<file path="config.mk">
export PLATFORM = sky130hd
export DESIGN_NAME = coo_dec_flat
export DESIGN_NICKNAME = d
export VERILOG_FILES = /design/src/rtl/coo_dec_if.sv /design/src/rtl/coo_dec.sv /design/src/flat_wrapper.sv
export SDC_FILE = /design/constraint.sdc
export NUM_CORES = 1
export LEC_CHECK = 0
export ABC_CLOCK_PERIOD_IN_PS = 4700
export BUFFER_PORTS_ARGS = -buffer_cell sky130_fd_sc_hd__buf_4
export CAP_MARGIN = 20
export CORE_MARGIN = 2
export CORE_UTILIZATION = 55
export DETAILED_ROUTE_END_ITERATION = 8
export PLACE_DENSITY = 0.78
export SYNTH_ARGS = -nofsm -noshare
export SYNTH_HDL_FRONTEND = slang
export SYNTH_SLANG_ARGS = --single-unit
</file>
<file path="constraint.sdc">
create_clock -name ap_clk -period 4.7 [get_ports ap_clk]
set_input_delay 0.47 -clock ap_clk [delete_from_list [all_inputs] [get_ports ap_clk]]
set_output_delay 0.47 -clock ap_clk [all_outputs]
set_load 0.005 [all_outputs]
</file>
<file path="src/rtl/coo_dec_if.sv">
// rtl/coo_dec_if.sv - stream handshake bundle shared by the sparse input and dense output of coo_dec
interface coo_dec_if #(
    parameter int W = 64
);
    logic [W-1:0] tdata;
    logic         tuser;
    logic         tlast;
    logic         tvalid;
    logic         tready;

    modport master (output tdata, tuser, tlast, tvalid, input tready);
    modport slave  (input tdata, tuser, tlast, tvalid, output tready);
endinterface

</file>
<file path="src/rtl/coo_dec.sv">
// rtl/coo_dec.sv - streaming COO (row, col, val) to dense row-major matrix decoder
module coo_dec #(
    parameter int DATA_W = 32,
    parameter int IDX_W  = 16,
    parameter int N_ROWS = 16,
    parameter int N_COLS = 16
) (
    input  logic        ap_clk,
    input  logic        ap_rst_n,
    coo_dec_if.slave    s_axis,
    coo_dec_if.master   m_axis,
    input  logic        err_clr,
    output logic        err_order,
    output logic        err_range,
    output logic [15:0] mat_cnt
);
    localparam int TW = 2 * IDX_W + DATA_W;

    typedef enum logic [1:0] {RUN, FILL, DRAIN} state_t;

    state_t             state;
    logic [IDX_W-1:0]   r;
    logic [IDX_W-1:0]   c;
    logic [DATA_W-1:0]  out_data;
    logic               out_valid;
    logic               out_last;
    logic               drain_flagged;

    logic               free;
    logic               last_pos;
    logic [IDX_W-1:0]   in_row;
    logic [IDX_W-1:0]   in_col;
    logic [DATA_W-1:0]  in_val;
    logic               in_oor;
    logic [2*IDX_W-1:0] key_in;
    logic [2*IDX_W-1:0] key_pos;

    logic               take;
    logic               load;
    logic [DATA_W-1:0]  load_data;
    logic               set_ord;
    logic               set_rng;

    assign m_axis.tdata  = out_data;
    assign m_axis.tvalid = out_valid;
    assign m_axis.tlast  = out_last;
    assign m_axis.tuser  = 1'b0;

    assign free     = !out_valid || m_axis.tready;
    assign last_pos = (r == IDX_W'(N_ROWS - 1)) && (c == IDX_W'(N_COLS - 1));
    assign in_row   = s_axis.tdata[TW-1 -: IDX_W];
    assign in_col   = s_axis.tdata[IDX_W+DATA_W-1 -: IDX_W];
    assign in_val   = s_axis.tdata[DATA_W-1:0];
    assign in_oor   = (in_row >= IDX_W'(N_ROWS)) || (in_col >= IDX_W'(N_COLS));
    // Concatenated {row, col} compares unsigned in row-major order.
    assign key_in   = {in_row, in_col};
    assign key_pos  = {r, c};

    always_comb begin
        take      = 1'b0;
        load      = 1'b0;
        load_data = '0;
        set_ord   = 1'b0;
        set_rng   = 1'b0;
        case (state)
            RUN: begin
                if (free && s_axis.tvalid) begin
                    if (s_axis.tuser) begin
                        take    = 1'b1;
                        set_ord = !s_axis.tlast;
                    end else if (in_oor) begin
                        take    = 1'b1;
                        set_rng = 1'b1;
                    end else if (key_in < key_pos) begin
                        take    = 1'b1;
                        set_ord = 1'b1;
                    end else if (key_in == key_pos) begin
                        take      = 1'b1;
                        load      = 1'b1;
                        load_data = in_val;
                    end else begin
                        load = 1'b1;
                    end
                end
            end
            FILL: begin
                load = free;
            end
            DRAIN: begin
                take    = s_axis.tvalid;
                set_ord = s_axis.tvalid && !drain_flagged;
            end
            default: begin
                take = 1'b0;
            end
        endcase
    end

    assign s_axis.tready = ap_rst_n && ((state == DRAIN) || take);

    always_ff @(posedge ap_clk) begin
        if (!ap_rst_n) begin
            state         <= RUN;
            r             <= '0;
            c             <= '0;
            out_data      <= '0;
            out_valid     <= 1'b0;
            out_last      <= 1'b0;
            drain_flagged <= 1'b0;
            err_order     <= 1'b0;
            err_range     <= 1'b0;
            mat_cnt       <= '0;
        end else begin
            if (free) begin
                out_valid <= load;
                if (load) begin
                    out_data <= load_data;
                    out_last <= last_pos;
                end
            end

            if (load) begin
                if (last_pos) begin
                    r       <= '0;
                    c       <= '0;
                    mat_cnt <= mat_cnt + 16'd1;
                end else if (c == IDX_W'(N_COLS - 1)) begin
                    c <= '0;
                    r <= r + 1'b1;
                end else begin
                    c <= c + 1'b1;
                end
            end

            case (state)
                RUN: begin
                    // Finishing the matrix without having seen tlast leaves leftovers to discard.
                    if (load && last_pos) begin
                        if (take && s_axis.tlast) begin
                            state <= RUN;
                        end else begin
                            state         <= DRAIN;
                            drain_flagged <= 1'b0;
                        end
                    end else if (take && s_axis.tlast) begin
                        state <= FILL;
                    end
                end
                FILL: begin
                    if (load && last_pos) state <= RUN;
                end
                DRAIN: begin
                    if (take) drain_flagged <= 1'b1;
                    if (take && s_axis.tlast) state <= RUN;
                end
                default: state <= RUN;
            endcase

            if (set_ord)      err_order <= 1'b1;
            else if (err_clr) err_order <= 1'b0;
            if (set_rng)      err_range <= 1'b1;
            else if (err_clr) err_range <= 1'b0;
        end
    end
endmodule

</file>
<file path="src/flat_wrapper.sv">
// flat-port wrapper written by rule: the top's interface ports become plain ports
module coo_dec_flat 
#(
    parameter int DATA_W = 32,
    parameter int IDX_W  = 16,
    parameter int N_ROWS = 16,
    parameter int N_COLS = 16
)
  (ap_clk, ap_rst_n, err_clr, err_order, err_range, mat_cnt, s_axis_tdata, s_axis_tuser, s_axis_tlast, s_axis_tvalid, s_axis_tready, m_axis_tdata, m_axis_tuser, m_axis_tlast, m_axis_tvalid, m_axis_tready);
  coo_dec_if #(.W((2 * (16) + (32)))) s_axis_i ();
  coo_dec_if #(.W((32))) m_axis_i ();
  input  logic ap_clk;
  input  logic ap_rst_n;
  input  logic err_clr;
  output logic err_order;
  output logic err_range;
  output logic [15:0] mat_cnt;
  input wire logic [$bits(s_axis_i.tdata)-1:0] s_axis_tdata;
  input wire logic [$bits(s_axis_i.tuser)-1:0] s_axis_tuser;
  input wire logic [$bits(s_axis_i.tlast)-1:0] s_axis_tlast;
  input wire logic [$bits(s_axis_i.tvalid)-1:0] s_axis_tvalid;
  output wire logic [$bits(s_axis_i.tready)-1:0] s_axis_tready;
  output wire logic [$bits(m_axis_i.tdata)-1:0] m_axis_tdata;
  output wire logic [$bits(m_axis_i.tuser)-1:0] m_axis_tuser;
  output wire logic [$bits(m_axis_i.tlast)-1:0] m_axis_tlast;
  output wire logic [$bits(m_axis_i.tvalid)-1:0] m_axis_tvalid;
  input wire logic [$bits(m_axis_i.tready)-1:0] m_axis_tready;
  assign s_axis_i.tdata = s_axis_tdata;
  assign s_axis_i.tuser = s_axis_tuser;
  assign s_axis_i.tlast = s_axis_tlast;
  assign s_axis_i.tvalid = s_axis_tvalid;
  assign s_axis_tready = s_axis_i.tready;
  assign m_axis_tdata = m_axis_i.tdata;
  assign m_axis_tuser = m_axis_i.tuser;
  assign m_axis_tlast = m_axis_i.tlast;
  assign m_axis_tvalid = m_axis_i.tvalid;
  assign m_axis_i.tready = m_axis_tready;
  coo_dec #(.DATA_W(DATA_W), .IDX_W(IDX_W), .N_ROWS(N_ROWS), .N_COLS(N_COLS)) u_core (.ap_clk(ap_clk), .ap_rst_n(ap_rst_n), .s_axis(s_axis_i), .m_axis(m_axis_i), .err_clr(err_clr), .err_order(err_order), .err_range(err_range), .mat_cnt(mat_cnt));
endmodule
</file>
==> out/metrics.cfg, run 1 <==
[run_status]
status = finished, final reports clean

[sta]
slew_viol_final = 0
worst_pin_slew_ns = 1.04
skew_ns = 0.0104
hold_viol_final = 0
slew_headroom_pct = 30.1
setup_viol = 0
rsz0062_at_grt = no
max_freq_mhz = 281
finalCritPeriodShare_pct = 75.8
layout_min_cycle_time_ns = 3.56
setup_tns_ns = 0

[floorplanning]
chipHeight_um = 97.9
die_w_um = 97.9
design.die.area_sq_um = 9580
start_util_pct = 56.1
core-area_sq_um = 8640
ios = 125
rows = 34

[logic_synthesis]
yosys.area.top_type = dfxtp_1
synth-seq-cells = 87
synth-simple-area-share_pct = 19.9
ys.warnings.count = 0
avgSynthCellArea_sq_um = 8.73
muxShareOfSynthArea_pct = 0.826
synthXorXnorAreaFrac_pct = 5.06
synth_top_family_by_area = compound AO/OA/AOI/OAI gates
syn_nets = 661
synth_top_area_share_pct = 36.0
netlist_top_cells_area = dfxtp_1 36%, ha_1 9.0%, nor2_1 5.4%
synth_adder_area_share_pct = 9.04
synth_common_cells = 87 x dfxtp_1, 70 x nor2_1, 46 x inv_1
synth_edf_count = 0
syn_inst = 555
synthDistinctLibCells = 53
synth_compound_area_share_pct = 22.8
ys_async_sr_fraction_pct = 0
synth_most_common_cell = dfxtp_1
seq_area_frac_synth_pct = 36.0
ys.flop_type = dfxtp_1
synthesis.area_sq_um = 4840

[critical_path]
worstPathCellList = inv_1 > ha_1 > nand4_1 > nor4_1 > o21ai_1 > a31oi_4 > o211ai_4 > buf_4 > a2111oi_2 > a21oi_1 > o21ba_2
cp-end-kind = flip-flop
cp-start-kind = flip-flop
slowest_stage = a2111oi_2
cp_data_arrival_time_ns = 3.81
crit_required_ns = 4.95
crit_family = compound AO/OA/AOI/OAI gates
worstSetupPathType = reg -> reg
cp_slowest_stage_delay_ns = 0.66
crit_buf_inv = 2
crit_fanout = 18

[flow_run]
drv_cap = 0

[finish]
layout-drive-gt1-share_pct = 26.3
final_cells = 780
nNetsFinal = 773
diodes = 0
area_delta_synth_final_pct = 24.3

[worst_hold_path]
min_path_type = in -> reg

[route]
detail_route.wl_per_cell_um = 15.3
totalWireLength_mm = 11.9
num_vias = 4492
routed_via_density = 5.76
firstDrtPassIters = 5
drc = 0
dr.first_iter.drc_count = 198
drtAntennaViolNets = 0

[clocking]
cts_setup_buffers = 0
cts_tree = yes
hold_buffers = 0
cts-root-buf = clkbuf_8
cts.sinks = 87
htree_levels = 3
clock_latency_ns = 0.35
cts-resized-gates = 0
numCtsBuffers = 9
clk_pin_slew_worst_paths_ns = 0.09
clock_path_buffers = 2

[global_routing]
overflow = 0
grt_max_degree = 48
antenna_found_initial = 0
grt_usage_pct = 25.0
grt_pass1_wl_mm = 19.9
grt_pass1_vias = 4295

[pwr]
leakagePower_nw = 2.30
power_mw = 1.43
powerDensity_nw_per_um2 = 238
peakVddDrop_v = 0.000171

[place]
hpwl_mm = 9.13
numPortBuffers = 123
placed_cells = 764
place_congestion = 0.907

registers in the layout (all words and copies together), names as in the netlist:
signal	flops
u_core.c	16
u_core.drain_flagged	1
u_core.err_order	1
u_core.err_range	1
u_core.m_axis.tdata	32
u_core.m_axis.tlast	1
u_core.m_axis.tvalid	1
u_core.mat_cnt	16
u_core.r	16
u_core.state	2
power breakdown:
group | total, mW | internal, mW | switching, mW
registers | 0.746 | 0.741 | 0.00538
clock network | 0.541 | 0.263 | 0.278
logic | 0.146 | 0.0691 | 0.0771
logic make-up after synthesis:
| logic type | Yosys count |
|---|---|
| compound gates | 130 |
| flops | 87 |
| buf+inv | 75 |
| xor+xnor | 28 |
| other cells | 1 |
| fa+ha+maj | 35 |
| simple gates | 195 |
| mux | 4 |
worst reg2reg max path, delay by kind of cell, from the launching register on:
family	cells	cell delay, ns
AO/OA/AOI/OAI	6	1.78
AND/OR/NAND/NOR	2	0.54
buffers and inverters	2	0.44
flip-flops	1	0.39
adder cells (fa/ha/maj)	1	0.33
final timing paths:
| check | startpoint | endpoint | slack, ns | depth (start not counted) |
|---|---|---|---|---|
| worst max-delay path | u_core.c[11]$_SDFFE_PN0P_ | u_core.r[14]$_SDFFE_PN0P_ | 1.14 | 11 |
| worst min-delay path | s_axis_tdata[31] | u_core.m_axis.tdata[31]$_SDFFE_PN0P_ | 0.35 | 3 |
| worst max register to register | u_core.c[11]$_SDFFE_PN0P_ | u_core.r[14]$_SDFFE_PN0P_ | 1.14 | 11 |
| worst min register to register | u_core.mat_cnt[15]$_SDFFE_PN0P_ | u_core.mat_cnt[15]$_SDFFE_PN0P_ | 0.48 | 2 |
placed cells by master (no fill, tap or decap), types with 2 or more instances in the layout:
| master | netlist | final |
|---|---|---|
| and3_1 | 16 | 16 |
| nand4_1 | 6 | 6 |
| and4_1 | 2 | 2 |
| xnor2_1 | 28 | 28 |
| or3_1 | 2 | 2 |
| dfxtp_1 | 87 | 87 |
| clkinv_4 | 0 | 2 |
| inv_1 | 46 | 46 |
| nand2b_1 | 7 | 7 |
| buf_4 | 2 | 129 |
| a211oi_1 | 9 | 9 |
| nand3_1 | 27 | 27 |
| and2_1 | 3 | 3 |
| o21ai_1 | 2 | 2 |
| o21a_1 | 4 | 4 |
| a31oi_1 | 2 | 2 |
| o21ba_2 | 2 | 2 |
| a2111oi_4 | 3 | 3 |
| nand4_2 | 2 | 2 |
| o21ai_0 | 9 | 9 |
| a21o_1 | 7 | 7 |
| ha_1 | 35 | 35 |
| a21oi_1 | 30 | 30 |
| nor4_1 | 12 | 12 |
| nor3_1 | 6 | 6 |
| nor2_1 | 70 | 70 |
| clkbuf_8 | 0 | 10 |
| mux2i_1 | 4 | 4 |
| a22oi_1 | 34 | 34 |
| nand3b_1 | 2 | 2 |
| nor2_2 | 4 | 4 |
| a2111oi_2 | 16 | 16 |
| nor2b_1 | 2 | 2 |
| nand2_1 | 31 | 31 |
through the flow:
stage	worst slack [ns]	hold WS, ns	util [%]	cell area [sq um]
2_1_floorplan	1.92	0.454	-	4840
3_3_place_gp	1.24	0.454	67.3	5810
3_5_place_dp	1.08	0.472	67.3	5810
4_1_cts	1.17	0.335	69.7	6020
5_1_grt	0.868	0.350	69.7	6020
6_report	1.14	0.349	69.7	6020
cell type report:
type                    instances  area, sq um
clock buffers                  10          138
clock inverters                 6         68.8
fillers                       725         2620
inverters                      47          176
multi-input cells             393         2790
flip-flops and latches         87         1740
well taps                     108          135
repair buffers                129          968
metal layers:
| metal | up-vias | global-route usage [%] | part of all wire [%] |
|---|---|---|---|
| li1 | 2208 | - | - |
| met1 | 2073 | 33.2 | 44 |
| met2 | 191 | 39.1 | 45 |
| met3 | 20 | 6.37 | 8.9 |
| met4 | 0 | 9.62 | 2.0 |
| met5 | - | 0 | 0 |
Power figures use the tool's default switching activity.
==> inputs of run 2 (changes only) <==
--- a/config.mk
+++ b/config.mk
@@ -5,13 +5,13 @@
 export SDC_FILE = /design/constraint.sdc
 export NUM_CORES = 1
 export LEC_CHECK = 0
-export ABC_CLOCK_PERIOD_IN_PS = 4700
+export ABC_CLOCK_PERIOD_IN_PS = 3400
 export BUFFER_PORTS_ARGS = -buffer_cell sky130_fd_sc_hd__buf_4
 export CAP_MARGIN = 20
 export CORE_MARGIN = 2
-export CORE_UTILIZATION = 55
+export CORE_UTILIZATION = 53
 export DETAILED_ROUTE_END_ITERATION = 8
-export PLACE_DENSITY = 0.78
+export PLACE_DENSITY = 0.76
 export SYNTH_ARGS = -nofsm -noshare
 export SYNTH_HDL_FRONTEND = slang
 export SYNTH_SLANG_ARGS = --single-unit
==> constraint.sdc (replaced) <==
create_clock -name ap_clk -period 3.4 [get_ports ap_clk]
set_input_delay 0.34 -clock ap_clk [delete_from_list [all_inputs] [get_ports ap_clk]]
set_output_delay 0.34 -clock ap_clk [all_outputs]
set_load 0.005 [all_outputs]
==> run 2 against run 1 <==
Hold slack got worse by 0.13 ns. Critical path depth is 1 lower. Sequential cell count stayed put. Critical endpoint is now s_axis_tready. Combinational power is 42% higher. Final cell count increased by 0.90%. Global-route usage fell by 0.32 points. Via count is 0.11% lower. Wire length grew 2.8%.
==> out/metrics.cfg, run 2 (synthesis gave the netlist of run 1 again) <==
[finish]
largest_reg_flops = 32
area_delta_synth_final_pct = 26.2
layout-drive-gt1-share_pct = 27.4
final_common_cell = buf_4
nNetsFinal = 781
layout_common_cells = 137 x buf_4, 87 x dfxtp_1, 70 x nor2_1, 46 x inv_1, 35 x ha_1
utilization_pct = 69.4
diodes = 0

[route]
totalWireLength_mm = 12.2
drc = 0
routed_via_density = 5.70
firstDrtPassIters = 5
dr.first_iter.drc_count = 292
drtAntennaViolNets = 0
detail_route.wl_per_cell_um = 15.5
num_vias = 4487

[sta]
finalCritPeriodShare_pct = 94.6
worst_pin_slew_ns = 0.640
max_freq_mhz = 311
rsz0062_at_grt = no
slew_headroom_pct = 57.3
setup_viol = 0
skew_ns = 0.0199
hold_viol_final = 0
setup_tns_ns = 0
slew_viol_final = 0
layout_min_cycle_time_ns = 3.22

[place]
hpwl_mm = 9.23
numPortBuffers = 123
place_congestion = 0.901

[floorplanning]
start_util_pct = 55.0
chipHeight_um = 99.6
ios = 125
core-area_sq_um = 8810
rows = 34
die_w_um = 99.6
design.die.area_sq_um = 9920

[critical_path]
cp_slowest_stage_delay_ns = 0.44
r2r_setup_slack_ns = 0.25
slowest_stage = nor4_1
cp-start-kind = flip-flop
cp_common_cell = o21a_1
crit_required_ns = 3.06
crit_family = compound AO/OA/AOI/OAI gates
worstSetupPathType = reg -> out
worstPathCellList = inv_1 > ha_1 > nand4_1 > nor4_1 > o21ai_1 > a31oi_4 > o21a_1 > a31oi_2 > o21a_1 > buf_4
cp_data_arrival_time_ns = 2.88
cp-end-kind = primary output
crit_fanout = 3
crit_buf_inv = 2

[clocking]
clock_path_buffers = 2
cts.sinks = 87
cts_setup_buffers = 0
cts_tree = yes
clk_pin_slew_worst_paths_ns = 0.09
htree_levels = 3
hold_buffers = 0
clock_latency_ns = 0.36
numCtsBuffers = 9
cts-root-buf = clkbuf_8

[global_routing]
antenna_found_initial = 0
met1_usage_pct = 31.8
grt_usage_pct = 24.6
grt_pass1_vias = 4407
use_met3_pct = 6.82
met2_usage_pct = 41.1
busiest_layer = met2
overflow = 0
grt_pass1_wl_mm = 20.1
grt_max_degree = 42

[run_status]
status = finished, final reports clean

[pwr]
pwr-share-comb_pct = 10.3
leakagePower_nw = 2.34
powerDensity_nw_per_um2 = 330
p_clk_share_pct = 38.7
seq_power_share_pct = 51.1
p_sw_share_pct = 24.0
p_sw_mw = 0.485
intPower_mw = 1.53
peakVddDrop_v = 0.000252
power_mw = 2.02

[flow_run]
drv_cap = 0

[worst_hold_path]
min_path_type = in -> reg

[run 2: worst register-to-register path: stages (launching register included)]
cell	delay (ns)
dfxtp_1	0.40
inv_1	0.09
ha_1	0.33
nand4_1	0.15
nor4_1	0.44
o21ai_1	0.19
a31oi_4	0.25
o211ai_4	0.11
buf_4	0.23
a2111oi_4	0.48
and3_1	0.25
mux2i_1	0.18
[run 2: per-layer routing]
layer  vias to the layer above  part of all wire [%]
met3                        10                   8.2
met4                         0                  0.80
met1                      2109                    44
li1                       2213                     -
met5                         -                     0
met2                       155                    47
[run 2: final timing paths]
check / to / start / cells past startpoint
worst min-delay path: u_core.m_axis.tdata[6]$_SDFFE_PN0P_ / s_axis_tdata[6] / 3
worst max register to register: u_core.mat_cnt[15]$_SDFFE_PN0P_ / u_core.c[14]$_SDFFE_PN0P_ / 11
worst max-delay path: s_axis_tready / u_core.c[14]$_SDFFE_PN0P_ / 10
worst min register to register: u_core.mat_cnt[15]$_SDFFE_PN0P_ / u_core.mat_cnt[15]$_SDFFE_PN0P_ / 2
[run 2: cell type report]
cell class | count | area, sq um
tap | 108 | 135
multi-input combinational | 393 | 2820
inverter | 47 | 176
sequential | 87 | 1740
clock inverter | 5 | 81.3
fill | 710 | 2690
clock buffer | 10 | 128
timing repair buffer | 137 | 1030
[run 2: stage by stage]
stage          instance area [sq um]  worst slack [ns]  hold WS [ns]  std cells
2_1_floorplan                   4840             0.680         0.454        555
4_1_cts                         6080             0.126         0.206        787
6_report                        6110             0.184         0.217        787
3_3_place_gp                    5870             0.307         0.452        772
3_5_place_dp                    5870             0.173         0.468        772
5_1_grt                         6110            0.0486         0.218        787
[run 2: repair_timing]
item                                    4_1_cts  5_1_grt
hold endpoints to repair                      0        0
resized for setup                             0        4
endpoints found under the setup margin        0       15
[run 2: power by group through the flow]
stage	Combinational [mW]	Clock, mW	Sequential, mW
after floorplan	0.104	0	1.05
final	0.207	0.780	1.03
after CTS	0.206	0.795	1.03
after global routing	0.229	0.823	1.03
after detailed placement	0.205	0	1.06
after global placement	0.197	0	1.05
==> inputs of run 3 (changes only) <==
--- a/config.mk
+++ b/config.mk
@@ -12,6 +12,7 @@
 export CORE_UTILIZATION = 53
 export DETAILED_ROUTE_END_ITERATION = 8
 export PLACE_DENSITY = 0.76
+export RECOVER_POWER = 25
 export SYNTH_ARGS = -nofsm -noshare
 export SYNTH_HDL_FRONTEND = slang
 export SYNTH_SLANG_ARGS = --single-unit
==> run 3 against run 2 <==
Maximum frequency decreased by 0.26%. Hold slack got worse by 0.0012 ns. Largest cell class unchanged. Core utilization decreased by 0.21 points. Non-clock buffer count unchanged. Critical path type unchanged. Sequential cell count unchanged. First-iteration DRC count decreased by 26%. Register-to-register slack about the same. Cell area decreased by 0.31%.
==> out/metrics.cfg, run 3 (synthesis gave the netlist of run 1 again) <==
[floorplanning]
ios = 125
start_util_pct = 55.0
core-area_sq_um = 8810
die_w_um = 99.6
chipHeight_um = 99.6
design.die.area_sq_um = 9920
rows = 34

[critical_path]
cp_data_arrival_time_ns = 2.88
cp-end-kind = primary output
crit_fanout = 3
r2r_setup_slack_ns = 0.24
reg2reg_from = u_core.c[14]$_SDFFE_PN0P_
worstSetupPathType = reg -> out
crit_start = u_core.c[14]$_SDFFE_PN0P_
cp-start-kind = flip-flop
crit_required_ns = 3.06

[global_routing]
busiest_layer = met2
met1_usage_pct = 31.8
grt_usage_pct = 24.6
antenna_found_initial = 0
grt_pass1_vias = 4407
use_met3_pct = 6.82
grt_max_degree = 42
met2_usage_pct = 41.1
grt_pass1_wl_mm = 20.1
overflow = 0

[route]
num_vias = 4477
drtAntennaViolNets = 0
drc = 0
dr.first_iter.drc_count = 215
detail_route.wl_per_cell_um = 15.5
routed_via_density = 5.69
totalWireLength_mm = 12.2
firstDrtPassIters = 5

[clocking]
clk_pin_slew_worst_paths_ns = 0.09
cts-root-buf = clkbuf_8
clock_path_buffers = 2
cts_setup_buffers = 0
numCtsBuffers = 9
cts.sinks = 87
htree_levels = 3
clock_latency_ns = 0.36
hold_buffers = 0
cts-resized-gates = 0
cts_tree = yes

[flow_run]
drv_cap = 0

[worst_hold_path]
worstHoldStart = s_axis_tdata[22]
min_path_type = in -> reg

[sta]
slew_viol_final = 0
rsz0062_at_grt = no
hold_slack_ns = 0.215
hold_viol_final = 0
worst_pin_slew_ns = 0.630
setup_tns_ns = 0
layout_min_cycle_time_ns = 3.22
skew_ns = 0.0175
fin_ws_ns = 0.176
slew_headroom_pct = 57.7
max_freq_mhz = 310
finalCritPeriodShare_pct = 94.8
setup_viol = 0

[place]
placed_cells = 772
dp_slack_ns = 0.173
place_congestion = 0.901
dpl_cell_area_sq_um = 5870
hpwl_mm = 9.23
numPortBuffers = 123

[finish]
largest_reg_flops = 32
nNetsFinal = 781
diodes = 0
area_delta_synth_final_pct = 25.8
final_common_cell = buf_4
layout_common_cells = 102 x buf_4, 87 x dfxtp_1, 70 x nor2_1, 46 x inv_1, 35 x ha_1
final_cells = 787
stdcell_area_sq_um = 6090
layout-drive-gt1-share_pct = 26.7

[pwr]
peakVddDrop_v = 0.000252
leakagePower_nw = 2.31
powerDensity_nw_per_um2 = 331

[run_status]
status = finished, final reports clean

## run 3: cell count changes in the layout (fill, tap and decap cells not counted)
cell / before / now
clkbuf_1: 1 / 6
buf_4: 137 / 102
clkbuf_4: 0 / 30
## run 3: critical path: stages (launching register included)
cell     delay [ns]
dfxtp_1        0.40
inv_1          0.10
ha_1           0.33
nand4_1        0.15
nor4_1         0.44
o21ai_1        0.19
a31oi_4        0.25
o21a_1         0.21
a31oi_2        0.13
o21a_1         0.20
buf_4          0.13
## run 3: stage by stage
step	power [mW]	util [%]
finish	2.02	69.2
global route	2.08	69.2
CTS	2.03	69.1
detailed placement	1.26	66.7
global placement	1.25	66.7
floorplan	1.16	-
## run 3: power breakdown
part	internal (mW)	leakage (nW)	switching [mW]	total, mW
clock	0.412	0.103	0.368	0.780
combinational	0.0980	1.50	0.109	0.207
sequential	1.02	0.701	0.00703	1.03
total	1.53	2.31	0.485	2.02
## run 3: worst paths after layout
| kind | to | cells past startpoint |
|---|---|---|
| max | s_axis_tready | 10 |
| min | u_core.m_axis.tdata[22]$_SDFFE_PN0P_ | 3 |
| max reg2reg | u_core.mat_cnt[15]$_SDFFE_PN0P_ | 11 |
| min reg2reg | u_core.mat_cnt[15]$_SDFFE_PN0P_ | 2 |
## run 3: final cells by class
class | instances | area, sq um
Multi-Input combinational cell | 393 | 2820
Fill cell | 719 | 2710
Sequential cell | 87 | 1740
Timing Repair Buffer | 137 | 1010
Inverter | 47 | 176
Tap cell | 108 | 135
Clock buffer | 10 | 128
Clock inverter | 5 | 81.3
## run 3: per-layer routing
layer | wire length [um] | vias to the layer above | part of all wire [%]
li1 | - | 2214 | -
met1 | 5460 | 2094 | 45
met2 | 5720 | 157 | 47
met3 | 916 | 12 | 7.5
met4 | 106 | 0 | 0.87
met5 | 0 | - | 0
